$ cat src/rtl/cordic_pkg.sv
// Shared definitions for the CORDIC oscillator family: fixed-point word
// format constants and the tuning sweep controller state encoding.
package cordic_pkg;

    localparam int SFIXED_WIDTH = 32;
    localparam logic signed [SFIXED_WIDTH-1:0] SFIXED_TWO_PI = 32'sh6487ED51;
    localparam logic signed [SFIXED_WIDTH-1:0] SFIXED_ZERO   = 32'sh0000_0000;

    typedef enum logic [1:0] {
        IDLE     = 2'd0,
        RUN_UP   = 2'd1,
        RUN_DOWN = 2'd2
    } sweep_state_e;

endpackage

$ cat src/rtl/sweep_dwell_counter.sv
// Dwell counter: counts sample strobes and raises expire on the strobe that
// completes limit+1 strobes. expire is combinational so the owner can act on
// the same clock edge that wraps the count.
module sweep_dwell_counter #(
    parameter int DWELL_WIDTH = 16
) (
    input  logic                   clk,
    input  logic                   rst_n,
    input  logic                   ce,
    input  logic                   clear,
    input  logic [DWELL_WIDTH-1:0] limit,
    output logic                   expire
);

    localparam logic [DWELL_WIDTH-1:0] COUNT_ZERO = {DWELL_WIDTH{1'b0}};
    localparam logic [DWELL_WIDTH-1:0] COUNT_ONE  = {{(DWELL_WIDTH-1){1'b0}}, 1'b1};

    logic [DWELL_WIDTH-1:0] count_r;

    assign expire = ce && !clear && (count_r == limit);

    // Strobe counter: synchronous clear wins, otherwise advance/wrap on ce.
    always_ff @(posedge clk or negedge rst_n) begin
        if (!rst_n) begin
            count_r <= COUNT_ZERO;
        end else if (clear) begin
            count_r <= COUNT_ZERO;
        end else if (ce) begin
            if (count_r == limit) begin
                count_r <= COUNT_ZERO;
            end else begin
                count_r <= count_r + COUNT_ONE;
            end
        end else begin
            count_r <= count_r;
        end
    end

endmodule

$ cat src/rtl/tuning_sweep_ctrl.sv
// Tuning sweep controller: drives a stepped chirp onto the oscillator tuning
// word, either a single up-ramp or a continuous triangle, stepping only on
// sample strobes so each word lasts an exact number of samples.
module tuning_sweep_ctrl #(
    parameter int                              SFIXED_WIDTH  = 32,
    parameter logic signed [SFIXED_WIDTH-1:0]  SFIXED_TWO_PI = 32'sh6487ED51,
    parameter int                              DWELL_WIDTH   = 16
) (
    input  logic                           clk,
    input  logic                           rst_n,
    input  logic                           ce,
    input  logic                           start,
    input  logic                           abort,
    input  logic signed [SFIXED_WIDTH-1:0] cfg_start_word,
    input  logic signed [SFIXED_WIDTH-1:0] cfg_stop_word,
    input  logic signed [SFIXED_WIDTH-1:0] cfg_step,
    input  logic        [DWELL_WIDTH-1:0]  cfg_dwell,
    input  logic                           cfg_mode,
    output logic signed [SFIXED_WIDTH-1:0] tuning_word,
    output logic                           busy,
    output logic                           done,
    output logic                           cfg_err
);

    import cordic_pkg::*;

    localparam logic signed [SFIXED_WIDTH-1:0] WORD_ZERO  = {SFIXED_WIDTH{1'b0}};
    localparam logic        [DWELL_WIDTH-1:0]  DWELL_ZERO = {DWELL_WIDTH{1'b0}};

    sweep_state_e state_r, state_next_s;

    // Shadow copy of the configuration taken at start.
    logic signed [SFIXED_WIDTH-1:0] start_word_r, stop_word_r, step_r;
    logic        [DWELL_WIDTH-1:0]  dwell_r;
    logic                           mode_r;

    logic signed [SFIXED_WIDTH-1:0] tuning_word_r, word_next_s;
    logic                           busy_r, done_r, cfg_err_r;
    logic                           done_next_s, cfg_err_next_s, latch_s;
    logic                           cfg_legal_s, expire_s, dwell_clear_s;

    // One extra bit keeps the step sum/difference from wrapping before clamp.
    logic signed [SFIXED_WIDTH:0]   up_sum_s, down_diff_s, start_ext_s, stop_ext_s;
    logic signed [SFIXED_WIDTH-1:0] up_word_s, down_word_s;

    assign cfg_legal_s = (cfg_start_word >= WORD_ZERO) &&
                         (cfg_start_word <  cfg_stop_word) &&
                         (cfg_stop_word  <= SFIXED_TWO_PI) &&
                         (cfg_step       >  WORD_ZERO);

    assign start_ext_s = $signed({start_word_r[SFIXED_WIDTH-1], start_word_r});
    assign stop_ext_s  = $signed({stop_word_r[SFIXED_WIDTH-1], stop_word_r});
    assign up_sum_s    = $signed({tuning_word_r[SFIXED_WIDTH-1], tuning_word_r})
                       + $signed({step_r[SFIXED_WIDTH-1], step_r});
    assign down_diff_s = $signed({tuning_word_r[SFIXED_WIDTH-1], tuning_word_r})
                       - $signed({step_r[SFIXED_WIDTH-1], step_r});
    assign up_word_s   = (up_sum_s >= stop_ext_s)    ? stop_word_r  : up_sum_s[SFIXED_WIDTH-1:0];
    assign down_word_s = (down_diff_s <= start_ext_s) ? start_word_r : down_diff_s[SFIXED_WIDTH-1:0];

    // The counter restarts from zero whenever no sweep is running, so the
    // first word after start gets its full dwell.
    assign dwell_clear_s = (state_r == IDLE);

    sweep_dwell_counter #(
        .DWELL_WIDTH (DWELL_WIDTH)
    ) u_dwell (
        .clk    (clk),
        .rst_n  (rst_n),
        .ce     (ce),
        .clear  (dwell_clear_s),
        .limit  (dwell_r),
        .expire (expire_s)
    );

    // Next-state and next-output decode; abort overrides every other event.
    always_comb begin
        state_next_s   = state_r;
        word_next_s    = tuning_word_r;
        done_next_s    = 1'b0;
        cfg_err_next_s = 1'b0;
        latch_s        = 1'b0;
        if (abort) begin
            state_next_s = IDLE;
        end else begin
            case (state_r)
                IDLE: begin
                    if (start) begin
                        if (cfg_legal_s) begin
                            latch_s      = 1'b1;
                            word_next_s  = cfg_start_word;
                            state_next_s = RUN_UP;
                        end else begin
                            cfg_err_next_s = 1'b1;
                        end
                    end else begin
                        state_next_s = IDLE;
                    end
                end
                RUN_UP: begin
                    if (expire_s) begin
                        if (tuning_word_r == stop_word_r) begin
                            if (mode_r) begin
                                word_next_s  = down_word_s;
                                state_next_s = RUN_DOWN;
                            end else begin
                                done_next_s  = 1'b1;
                                state_next_s = IDLE;
                            end
                        end else begin
                            word_next_s = up_word_s;
                        end
                    end else begin
                        state_next_s = RUN_UP;
                    end
                end
                RUN_DOWN: begin
                    if (expire_s) begin
                        if (tuning_word_r == start_word_r) begin
                            word_next_s  = up_word_s;
                            state_next_s = RUN_UP;
                        end else begin
                            word_next_s = down_word_s;
                        end
                    end else begin
                        state_next_s = RUN_DOWN;
                    end
                end
                default: begin
                    state_next_s = IDLE;
                end
            endcase
        end
    end

    // State register.
    always_ff @(posedge clk or negedge rst_n) begin
        if (!rst_n) begin
            state_r <= IDLE;
        end else begin
            state_r <= state_next_s;
        end
    end

    // Shadow configuration, captured only on an accepted start.
    always_ff @(posedge clk or negedge rst_n) begin
        if (!rst_n) begin
            start_word_r <= WORD_ZERO;
            stop_word_r  <= WORD_ZERO;
            step_r       <= WORD_ZERO;
            dwell_r      <= DWELL_ZERO;
            mode_r       <= 1'b0;
        end else if (latch_s) begin
            start_word_r <= cfg_start_word;
            stop_word_r  <= cfg_stop_word;
            step_r       <= cfg_step;
            dwell_r      <= cfg_dwell;
            mode_r       <= cfg_mode;
        end else begin
            start_word_r <= start_word_r;
            stop_word_r  <= stop_word_r;
            step_r       <= step_r;
            dwell_r      <= dwell_r;
            mode_r       <= mode_r;
        end
    end

    // Registered outputs.
    always_ff @(posedge clk or negedge rst_n) begin
        if (!rst_n) begin
            tuning_word_r <= WORD_ZERO;
            busy_r        <= 1'b0;
            done_r        <= 1'b0;
            cfg_err_r     <= 1'b0;
        end else begin
            tuning_word_r <= word_next_s;
            busy_r        <= (state_next_s != IDLE);
            done_r        <= done_next_s;
            cfg_err_r     <= cfg_err_next_s;
        end
    end

    assign tuning_word = tuning_word_r;
    assign busy        = busy_r;
    assign done        = done_r;
    assign cfg_err     = cfg_err_r;

endmodule

$ cat config.mk
export PLATFORM = sky130hd
export DESIGN_NAME = tuning_sweep_ctrl
export DESIGN_NICKNAME = d
export VERILOG_FILES = /design/src/rtl/cordic_pkg.sv /design/src/rtl/sweep_dwell_counter.sv /design/src/rtl/tuning_sweep_ctrl.sv
export SDC_FILE = /design/constraint.sdc
export NUM_CORES = 1
export LEC_CHECK = 0
export BUFFER_PORTS_ARGS = -buffer_cell sky130_fd_sc_hd__buf_2
export CAP_MARGIN = 20
export CORE_MARGIN = 5
export CORE_UTILIZATION = 38
export CTS_BUF_LIST = sky130_fd_sc_hd__clkbuf_4
export CTS_CLUSTER_SIZE = 16
export DETAILED_ROUTE_END_ITERATION = 8
export PLACE_DENSITY_LB_ADDON = 0.15
export SKIP_CTS_REPAIR_TIMING = 1
export SLEW_MARGIN = 30
export SYNTH_ARGS = -nofsm -noshare
export SYNTH_HDL_FRONTEND = slang
export SYNTH_HIERARCHICAL = 1
export SYNTH_SLANG_ARGS = --single-unit
$ cat constraint.sdc
create_clock -name clk -period 5.72 [get_ports clk]
set_clock_uncertainty 0.1 [all_clocks]
set_input_delay 0.572 -clock clk [delete_from_list [all_inputs] [get_ports clk]]
set_output_delay 0.572 -clock clk [all_outputs]
set_load 0.1 [all_outputs]
# Yosys cells after proc, flatten, opt, wreduce, memory -nomap -nowiden
# Cells that the tools add are included.
[totals] regBits=166 in_bits=118 wordCells=77
[classes] add_sub_neg=3 magnitude_cmp=6 eq_ne=10 n_mux=35 bitwise_logic=1 reduce_logical=11
[ops] cell="$mux 32" n=9
[ops] cell="$pmux 32 s3" n=1
[ops] cell="$eq 32x32->1" n=2
[ops] cell="$mux 16" n=3
[ops] cell="$add 32x32->33" n=1
[ops] cell="$ge 33x32->1" n=1
[ops] cell="$le 33x32->1" n=1
[ops] cell="$sub 32x32->33" n=1
[ops] cell="$ge 32x1->1 const B" n=1
[ops] cell="$gt 32x1->1 const B" n=1
[ops] cell="$le 32x32->1 const B" n=1
[ops] cell="$lt 32x32->1" n=1
[ops] cell="$add 16x1->16 const B" n=1
[ops] cell="$eq 16x16->1" n=1
[ops] cell="$mux 2" n=8
[ops] cell="$mux 1" n=13
[ops] cell="$ne 2x2->1 const B" n=4
[ops] cell="$reduce_and 7->1" n=1
[ops] cell="$pmux 2 s3" n=1
[ops] cell="$logic_and 1x1->1" n=5
[ops] cell="$reduce_bool 2->1" n=2
[ops] cell="$ne 3x3->1 const B" n=1
[ops] cell="$reduce_bool 3->1" n=1
[ops] cell="$eq 2x1->1 const B" n=1
[ops] cell="4 further kinds" n=4

# Longest topological paths before layout
# Gate-level depths: netlist of the first run.
[depth] word_depth=9 mapped_depth=24 depth_no_buf=22

# By module
# The synthesis of the first run kept the hierarchy.
[modules_own_cells] mod="tuning_sweep_ctrl" instances=1 cells_per_inst=1612 area_per_inst_um2=13704.4
[modules_own_cells] mod="sweep_dwell_counter" instances=1 cells_per_inst=146 area_per_inst_um2=1217.4

# Worst setup path after synthesis of the first run
# OpenSTA, ideal clock, no wires.
[synth_path] path_type="register -> register" startpoint="reg tuning_word_r[0], in the netlist tuning_word[0]" endpoint="reg tuning_word_r[30], in the netlist tuning_word[30]" setup_ns=0.134 t_arrival_ns=5.330 required_ns=5.486 slack_ns=0.156 path_stages_with_launch=24 path_buffers=1 cell_sequence="dfrtp_1 inv_1 ha_1 fa_1 nor2b_1 o31a_1 o21ai_0 o41ai_1 nand2_1 o21ai_1 a21oi_1 xnor2_1 ha_1 a21oi_1 o21ai_0 a211oi_1 o211ai_1 a2111oi_2 nor2_2 buf_2 nand3_1 a21oi_1 o41ai_1 o21ai_0"
[synth_via] elab_chain_cells=7 word_cells_on_any_way=16 cone_classes="add/sub (2); order compare (2); eq/ne (3); mux (8); reduce/logical (1)"
[synth_rtl] item="from (decl)" line_no="tuning_sweep_ctrl.sv:37" source="logic signed [SFIXED_WIDTH-1:0] tuning_word_r, word_next_s;"
[synth_rtl] item="from (signal assigned)" line_no="tuning_sweep_ctrl.sv:175" source="tuning_word_r <= word_next_s;"
[synth_rtl] item="$sub 32x32->33" line_no="tuning_sweep_ctrl.sv:56" source="- $signed({step_r[SFIXED_WIDTH-1], step_r});"
[synth_rtl] item="$le 33x32->1" line_no="tuning_sweep_ctrl.sv:58" source="assign down_word_s = (down_diff_s <= start_ext_s) ? start_word_r : down_diff_s[SFIXED_WIDTH-1:0];"
[synth_rtl] item="$mux 32" line_no="tuning_sweep_ctrl.sv:58"
[synth_rtl] item="$mux 32" line_no="tuning_sweep_ctrl.sv:102" source="if (mode_r) begin"
[synth_rtl] item="$mux 32" line_no="tuning_sweep_ctrl.sv:101" source="if (tuning_word_r == stop_word_r) begin"
[synth_rtl] item="$mux 32" line_no="tuning_sweep_ctrl.sv:100" source="if (expire_s) begin"
[synth_rtl] item="$pmux 32 s3" line_no="tuning_sweep_ctrl.sv:85" source="case (state_r)"
# Parallel ways exist; a longest one is shown, timed or not. The select of a mux whose other input is x is not followed.
# A chain may end at the register's enable or synchronous reset.

# Final worst setup path of the first run
[layout_path] startpoint="reg tuning_word_r[2], in the netlist tuning_word[2]" endpoint="reg tuning_word_r[19], in the netlist tuning_word[19]"
# Same word-level chain as after synthesis.

==> flow_summary_export.csv, run 1 <==
group,metric,value,unit
synth,synth_top_flop_cell,"dfrtp_1",
floorplan,die_height,208,µm
synth,synth_cells,1758,
critical_path,cp-end-kind,"flop",
clock_network,cts_sinks,166,
critical_path,cpMaxStageDelayCell,"dfrtp_1",
global_route,grt_pass1_vias,14100,
global_route,grt_pass1_wl,83900,µm
critical_path,critPathArrivalTime,6.00,ns
critical_path,critical_path_buf_inv_count,2,
global_route,top_usage_layer,"met2",
synth,yosysUniqueCellTypes,83,
final_layout,drive_gt1_frac,0.228,
final_layout,area_delta_synth_final,19.9,%
floorplan,die_x,208,µm
global_route,use_met2,0.405,
synth,synth_top_cell_by_area,"dfrtp_1",
clock_network,clockRootBuffer,"clkbuf_4",
critical_path,cp-start-kind,"flop",
global_route,grt_usage,0.249,
global_route,met1_usage,0.351,
clock_network,clockBufferDepth,2,
synth,synth_area,14900,µm²
clock_network,h-tree-depth,4,
routing,drt_first_pass_iters,5,
critical_path,crit_family,"compound AO/OA/AOI/OAI gates",
synth,syn_nets,2044,
floorplan,row_count,72,
floorplan,die_area,43300,µm²
sta,worstMarginPinSlew,0.973,ns
global_route,overflow,0,
placement,place_congestion,1.01,
clock_network,cts_made_buffers,17,
synth,synth-async-reset-ratio,1.00,
routing,vias,14300,
hold_path,hp-class,"in -> reg",
synth,ys_top_cells_by_count,"inv_1, dfrtp_1, ha_1, nand2_1, a21oi_1",
global_route,antenna_found_initial,5,
final_layout,num-nets-final,2309,
critical_path,critPathRequiredTime,6.19,ns
placement,dp_hpwl,44800,µm
sta,slew_viol_final,0,
sta,relSlewSlack,0.351,
global_route,grt_max_degree,167,
critical_path,crit_path_cell_trace,"ha_1 -> buf_4 -> nor2b_2 -> o31a_1 -> o2111ai_4 -> nand2_1 -> a221o_1 -> a211oi_2 -> xnor2_1 -> ha_1 -> a21oi_1 -> o21ai_0 -> a32oi_1 -> o211ai_1 -> a2111oi_4 -> nor2_2 -> buf_12 -> mux2i_1 -> o221ai_1 -> o21ai_1 -> o21ai_2",
synth,synth_seq_cells,166,
clock_network,cts_tree,"yes",
routing,antenna_left,0,
routing,viasPerCell,5.61,
routing,drc_errors,0,
routing,initialDrtViolationCount,1098,
global_route,grt_use_met3,0.0404,
critical_path,crit_path_max_incr_delay,0.51,ns
placement,io_buffers,152,
synth,yosys_warnings,6,
clock_network,clock_latency,0.71,ns
synth,synth_top_area_share,0.278,
sta,finalCritPeriodShare,0.968,
routing,routedWlPerCell,21.7,µm
synth,synth-edff-count,0,
synth,netlist_top_cells_area,"dfrtp_1, ha_1, xnor2_1",
floorplan,initial_core_util,0.385,
critical_path,path_max_fanout,20,
sta,hold_slack,0.0369,ns
floorplan,ios,153,
sta,hold_viol,0,
synth,yosysMostFrequentCell,"inv_1",
sta,max_freq,181,MHz
synth,yosysSeqAreaShare,0.278,
clock_network,clkSlewWorstSetupHoldPaths,0.16,ns
critical_path,critPathKind,"reg -> reg",
outcome,outcome,"completed",
flow_run,maxCapViolCount,0,
critical_path,path_common_cell,"ha_1",
floorplan,coreArea,38700,µm²
routing,routed_wl,55400,µm
sta,period_minus_slack,5.54,ns
synth,synth_area_per_cell,8.49,µm²
sta,finalSetupViolCount,0,
==> registers in the layout, summed over array words and instances, names as in the netlist <==
register / flops
busy: 1
cfg_err: 1
done: 1
dwell_r: 16
mode_r: 1
start_word_r: 32
state_r: 2
step_r: 32
stop_word_r: 32
tuning_word: 32
u_dwell/count_r: 16
==> final cells by class <==
type / instances / area, µm²
Clock inverter: 15 / 181
Fill cell: 3889 / 20800
Antenna cell: 2 / 5.00
Timing Repair Buffer: 323 / 2180
Clock buffer: 17 / 128
Tap cell: 518 / 648
Inverter: 177 / 664
Sequential cell: 166 / 4150
Multi-Input combinational cell: 1338 / 9930
==> worst paths after layout <==
check,from,to,slack (ns),cells past startpoint
max in group asynchronous,rst_n,stop_word_r[23]$_DFFE_PN0P_,4.30,4
min in group asynchronous,rst_n,step_r[5]$_DFFE_PN0P_,0.29,3
hold reg to reg,mode_r$_DFFE_PN0P_,done$_DFF_PN0_,0.41,1
hold / removal,abort,cfg_err$_DFF_PN0_,0.04,2
setup / recovery,tuning_word[2]$_DFFE_PN0P_,tuning_word[19]$_DFFE_PN0P_,0.18,21
setup reg to reg,tuning_word[2]$_DFFE_PN0P_,tuning_word[19]$_DFFE_PN0P_,0.18,21
==> kinds of logic after synthesis <==
| logic type | count (synthesis) | share of synthesized area |
|---|---|---|
| DFF | 166 | 0.278 |
| and+or+nand+nor | 487 | 0.164 |
| buffers and inverters | 254 | 0.0682 |
| muxes | 109 | 0.0799 |
| adders and majority gates | 168 | 0.142 |
| AOI/OAI and AO/OA | 441 | 0.189 |
| xor gates and xnor gates | 133 | 0.0786 |
==> metrics by stage <==
step                      std cells  instance area, µm²  TNS [ns]  utilization  setup slack [ns]
after detailed placement       2491               17100    -0.106        0.442            -0.106
after floorplan                1758               14900         0            -             0.156
after global placement         2491               17100  -0.00341        0.442          -0.00253
final                          2556               17900         0        0.462             0.184
after global routing           2556               17900  -0.00615        0.462          -0.00376
after CTS                      2523               17400    -0.172        0.450            -0.172
==> cell usage in the layout (no fill, tap or decap), types with 81 or more instances in the layout <==
cell and n:
nor2_1 100, inv_1 176, mux2_2 81, a21oi_1 127, buf_2 151, dfrtp_1 166, ha_1 165, buf_4 140
xnor2_1 114, nand2_1 144, o21ai_0 101
==> metal layers <==
layer  vias up  part of all wire  wire (µm)
met5         -           0.00034         19
met4         4             0.021       1140
met3        59             0.060       3320
met2       453              0.46      25500
met1      6971              0.46      25400
li1       6855                 -          -
Power of run 1 is left out: the tool's default activity adds up to more than one toggle a clock period on the data nets, which glitch-free logic cannot reach.
==> run 2: changes to the inputs <==
Settings changed: SYNTH_HIERARCHICAL 1 to unset.
==> flow_summary_export.csv, run 2 <==
group,metric,value,unit
floorplan,coreArea,38500,µm²
floorplan,row_count,72,
synth,synth_top_cell_by_area,"dfrtp_1",
synth,yosysMostFrequentCell,"inv_1",
clock_network,cts_tree,"yes",
final_layout,area_delta_synth_final,19.6,%
synth,synth_top_area_share,0.282,
clock_network,cts_sinks,166,
hold_path,hp-class,"in -> reg",
global_route,grt_pass1_wl,79100,µm
synth,ys_top_cells_by_count,"inv_1, dfrtp_1, ha_1, xnor2_1, a21oi_1",
sta,max_freq,172,MHz
final_layout,fin_cells,2453,
placement,io_buffers,152,
final_layout,drive_gt1_frac,0.198,
critical_path,cp-end-kind,"flop",
synth,synth-async-reset-ratio,1.00,
floorplan,die_x,207,µm
global_route,overflow,0,
routing,vias,13600,
outcome,outcome,"finished, violations left",
critical_path,critical_path_buf_inv_count,4,
outcome,violations,"setup timing",
sta,slew_viol_final,0,
global_route,grt_usage,0.243,
routing,drc_errors,0,
critical_path,crit_path_max_incr_delay,0.58,ns
critical_path,cpMaxStageDelayCell,"or4_4",
synth,synth_seq_cells,166,
floorplan,initial_core_util,0.383,
placement,placed_cells,2390,
synth,yosysSeqAreaShare,0.282,
synth,synth_top_flop_cell,"dfrtp_1",
sta,setup_slack,-0.100,ns
routing,antenna_left,0,
critical_path,critPathRequiredTime,6.17,ns
critical_path,crit_family,"simple AND/OR/NAND/NOR gates",
synth,synth_cells,1685,
global_route,grt_max_degree,59,
routing,drt_first_pass_iters,5,
synth,synth-edff-count,0,
final_layout,layout_commonest_cell,"inv_1",
floorplan,ios,153,
placement,dp_hpwl,42700,µm
global_route,antenna_found_initial,8,
clock_network,clkSlewWorstSetupHoldPaths,0.16,ns
critical_path,cp-start-kind,"flop",
floorplan,die_area,42800,µm²
placement,dpl_worst_slack,-0.295,ns
sta,period_minus_slack,5.82,ns
routing,initialDrtViolationCount,1049,
flow_run,maxCapViolCount,0,
sta,rsz0062_at_grt,"yes",
sta,hold_viol,0,
synth,netlist_top_cells_area,"dfrtp_1, ha_1, xnor2_1",
sta,worstMarginPinSlew,0.857,ns
global_route,grt_pass1_vias,13400,
critical_path,critPathArrivalTime,6.27,ns
clock_network,clockRootBuffer,"clkbuf_4",
placement,place_congestion,0.964,
synth,yosysUniqueCellTypes,85,
floorplan,die_height,207,µm
synth,synth_area_per_cell,8.74,µm²
routing,routed_wl,53000,µm
critical_path,critPathKind,"reg -> reg",
clock_network,cts_made_buffers,17,
sta,relSlewSlack,0.420,
clock_network,clockBufferDepth,2,
clock_network,h-tree-depth,4,
sta,finalCritPeriodShare,1.02,
synth,yosys_warnings,0,
final_layout,num-nets-final,2202,
routing,viasPerCell,5.55,
final_layout,mostFrequentLayoutCells,"inv_1, ha_1, dfrtp_1, buf_2, xnor2_1",
sta,finalSetupViolCount,25,
routing,routedWlPerCell,21.6,µm
clock_network,clock_latency,0.65,ns
critical_path,path_max_fanout,5,
synth,synth_area,14700,µm²
synth,syn_nets,1971,
==> run 2: cell types whose count changed in the layout (fill, tap and decap cells not counted), sizes merged, moves of 10 or more <==
| cell | change |
|---|---|
| a21oi | -31 |
| buf | -32 |
| inv | +10 |
| mux2i | +14 |
| nand2 | -58 |
| nand2b | +13 |
| nor3 | -18 |
| o211ai | +16 |
| xnor2 | +10 |
==> run 2: cells by family after synthesis <==
| family | share of synthesized area |
|---|---|
| adders and majority gates | 0.144 |
| buffers and inverters | 0.0697 |
| xor gates and xnor gates | 0.0832 |
| and+or+nand+nor | 0.142 |
| DFF | 0.282 |
| AOI/OAI and AO/OA | 0.187 |
| muxes | 0.0920 |
==> run 2: worst register-to-register path, cell delays in order (launching register included) <==
cell and delay (ns):
dfrtp_4 0.48, inv_4 0.05, ha_4 0.16, fa_2 0.41, nand2b_4 0.16, a211o_4 0.36, a31oi_4 0.18, nor3_4 0.06
or4_4 0.58, o21ai_4 0.24, o41ai_4 0.13, xnor2_2 0.17, ha_1 0.32, nand4_1 0.17, nor3_2 0.18, buf_4 0.14
nand4_1 0.13, or3_4 0.38, o31ai_2 0.18, buf_4 0.15, a31oi_4 0.04, buf_12 0.16, nor2b_2 0.16, a222oi_1 0.27
a21oi_1 0.12, mux2_4 0.26
==> run 2: area by class of cell <==
type,instances,area [µm²]
sequential,166,4170
antenna,6,15.0
clock buffer,18,135
timing repair buffer,284,1930
tap,518,648
fill,3824,20900
multi-input combinational,1260,9850
clock inverter,14,163
inverter,187,704
==> run 2: metrics by stage <==
step	utilization	setup TNS (ns)	area, µm²	hold slack, ns
2_1_floorplan	-	0	14700	0.176
3_3_place_gp	0.436	-3.22	16800	0.399
3_5_place_dp	0.436	-7.77	16800	0.400
4_1_cts	0.443	-9.57	17100	-0.249
5_1_grt	0.458	-5.27	17600	0.00162
6_report	0.458	-0.925	17600	0.0372
==> run 2: routing by layer <==
metal,vias to the layer above,routed length (µm),part of all wire,global-route usage
met2,450,23000,0.43,0.367
met5,-,19,0.00036,0
met3,78,3320,0.063,0.0433
li1,6513,-,-,-
met1,6557,24800,0.47,0.350
met4,4,1820,0.034,0.0857
==> run 2: worst paths after layout <==
kind	slack [ns]	start	depth (start not counted)	endpoint
worst max-delay path	-0.10	tuning_word[0]$_DFFE_PN0P_	25	tuning_word[21]$_DFFE_PN0P_
worst min-delay path	0.04	cfg_mode	2	mode_r$_DFFE_PN0P_
worst max register to register	-0.10	tuning_word[0]$_DFFE_PN0P_	25	tuning_word[21]$_DFFE_PN0P_
worst min register to register	0.43	step_r[31]$_DFFE_PN0P_	1	step_r[31]$_DFFE_PN0P_
max in group asynchronous	3.98	rst_n	3	stop_word_r[20]$_DFFE_PN0P_
min in group asynchronous	0.33	rst_n	2	step_r[3]$_DFFE_PN0P_
Power of run 2 is left out for the same reason.
==> run 3: changes to the inputs <==
Settings changed: CORE_MARGIN 5 to unset.
==> flow_summary_export.csv, run 3 (synthesized netlist as in run 2, its figures left out) <==
group,metric,value,unit
final_layout,finish.instance_area,17400,µm²
final_layout,drive_gt1_frac,0.187,
sta,max_freq,180,MHz
routing,drc_errors,0,
placement,postPlaceCellArea,16600,µm²
clock_network,h-tree-depth,4,
clock_network,cts_made_buffers,17,
final_layout,layout_commonest_cell,"inv_1",
floorplan,ios,153,
floorplan,initial_core_util,0.388,
routing,antenna_left,0,
global_route,grt_usage,0.265,
clock_network,cts_tree,"yes",
critical_path,critPathKind,"reg -> reg",
placement,place_congestion,1.03,
routing,initialDrtViolationCount,1265,
clock_network,clock_latency,0.68,ns
placement,io_buffers,152,
global_route,grt_pass1_wl,77500,µm
sta,hold_slack,0.0194,ns
sta,period_minus_slack,5.56,ns
sta,finalCritPeriodShare,0.972,
outcome,outcome,"completed",
critical_path,cp-start-kind,"flop",
sta,relSlewSlack,0.372,
sta,worstMarginPinSlew,0.934,ns
critical_path,path_max_fanout,12,
routing,viasPerCell,5.49,
flow_run,maxCapViolCount,0,
sta,slew_viol_final,0,
clock_network,cts_sinks,166,
placement,dp_hpwl,41900,µm
routing,drt_first_pass_iters,6,
routing,routedWlPerCell,21.3,µm
floorplan,die_area,39500,µm²
floorplan,die_x,199,µm
routing,routed_wl,51600,µm
sta,finalSetupViolCount,0,
sta,hold_viol,0,
final_layout,area_delta_synth_final,18.0,%
global_route,grt_max_degree,89,
clock_network,clkSlewWorstSetupHoldPaths,0.17,ns
global_route,antenna_found_initial,1,
global_route,grt_pass1_vias,12900,
floorplan,row_count,71,
final_layout,num-nets-final,2183,
hold_path,hp-class,"in -> reg",
global_route,overflow,0,
final_layout,mostFrequentLayoutCells,"inv_1, ha_1, dfrtp_1, buf_2, xnor2_1",
critical_path,critPathRequiredTime,6.18,ns
critical_path,cp-end-kind,"flop",
clock_network,clockBufferDepth,2,
critical_path,critPathArrivalTime,6.02,ns
floorplan,die_height,199,µm
floorplan,coreArea,37900,µm²
routing,vias,13300,
clock_network,clockRootBuffer,"clkbuf_4",
==> run 3: cell count changes in the layout (fill, tap and decap cells not counted), moves of 3 or more <==
cell / previous run / this run
a22oi_2: 3 / 0
a22oi_1: 8 / 11
buf_4: 103 / 91
diode_2: 6 / 2
nor2_1: 92 / 96
nor2_2: 7 / 2
dlygate4sd3_1: 17 / 12
==> run 3: area by class of cell <==
class | count | area (µm²)
fillers | 3828 | 20600
multi-input cells | 1260 | 9780
flip-flops and latches | 166 | 4170
repair buffers | 265 | 1760
inverters | 187 | 702
well taps | 511 | 639
clock inverters | 15 | 185
clock buffers | 17 | 128
diodes | 2 | 5.00
==> run 3: final timing paths <==
| check | startpoint | to | slack, ns | depth (start not counted) |
|---|---|---|---|---|
| hold reg to reg | dwell_r[10]$_DFFE_PN0P_ | dwell_r[10]$_DFFE_PN0P_ | 0.43 | 1 |
| min in group asynchronous | rst_n | u_dwell.count_r[12]$_DFFE_PN0P_ | 0.21 | 2 |
| max in group asynchronous | rst_n | start_word_r[20]$_DFFE_PN0P_ | 4.18 | 4 |
| hold / removal | cfg_dwell[6] | dwell_r[6]$_DFFE_PN0P_ | 0.02 | 2 |
| setup / recovery | tuning_word[0]$_DFFE_PN0P_ | tuning_word[8]$_DFFE_PN0P_ | 0.16 | 23 |
| setup reg to reg | tuning_word[0]$_DFFE_PN0P_ | tuning_word[8]$_DFFE_PN0P_ | 0.16 | 23 |
==> run 3: layer usage <==
metal,up-vias,GRT usage,part of all wire
met5,-,0,0
met4,0,0.0658,0.021
met3,52,0.0370,0.050
met2,348,0.402,0.43
met1,6456,0.392,0.50
li1,6449,-,-
==> run 3: metrics by stage <==
step           setup WS (ns)  setup TNS, ns  std cells  utilization
2_1_floorplan         0.0104              0       1685            -
3_3_place_gp         -0.0387        -0.0387       2363        0.437
3_5_place_dp         -0.0969         -0.136       2363        0.437
4_1_cts               -0.136         -0.913       2395        0.445
5_1_grt              -0.0130        -0.0151       2422        0.458
6_report               0.161              0       2423        0.458
==> run 3: critical path: stages (launching register included) <==
cell and delay (ns):
dfrtp_4 0.45, buf_4 0.10, ha_1 0.18, fa_2 0.23, nand2b_1 0.12, a221oi_4 0.32, o21ai_2 0.13, o311a_4 0.36
a211oi_4 0.31, a211oi_2 0.14, o41a_1 0.46, xor2_2 0.30, ha_4 0.26, and3_1 0.18, a31oi_1 0.15, nand2_1 0.09
and2_1 0.19, a311oi_4 0.36, buf_6 0.18, buf_12 0.15, mux2i_1 0.32, o221ai_1 0.15, o211ai_1 0.11, o21ai_1 0.08
Power of run 3 is left out for the same reason.
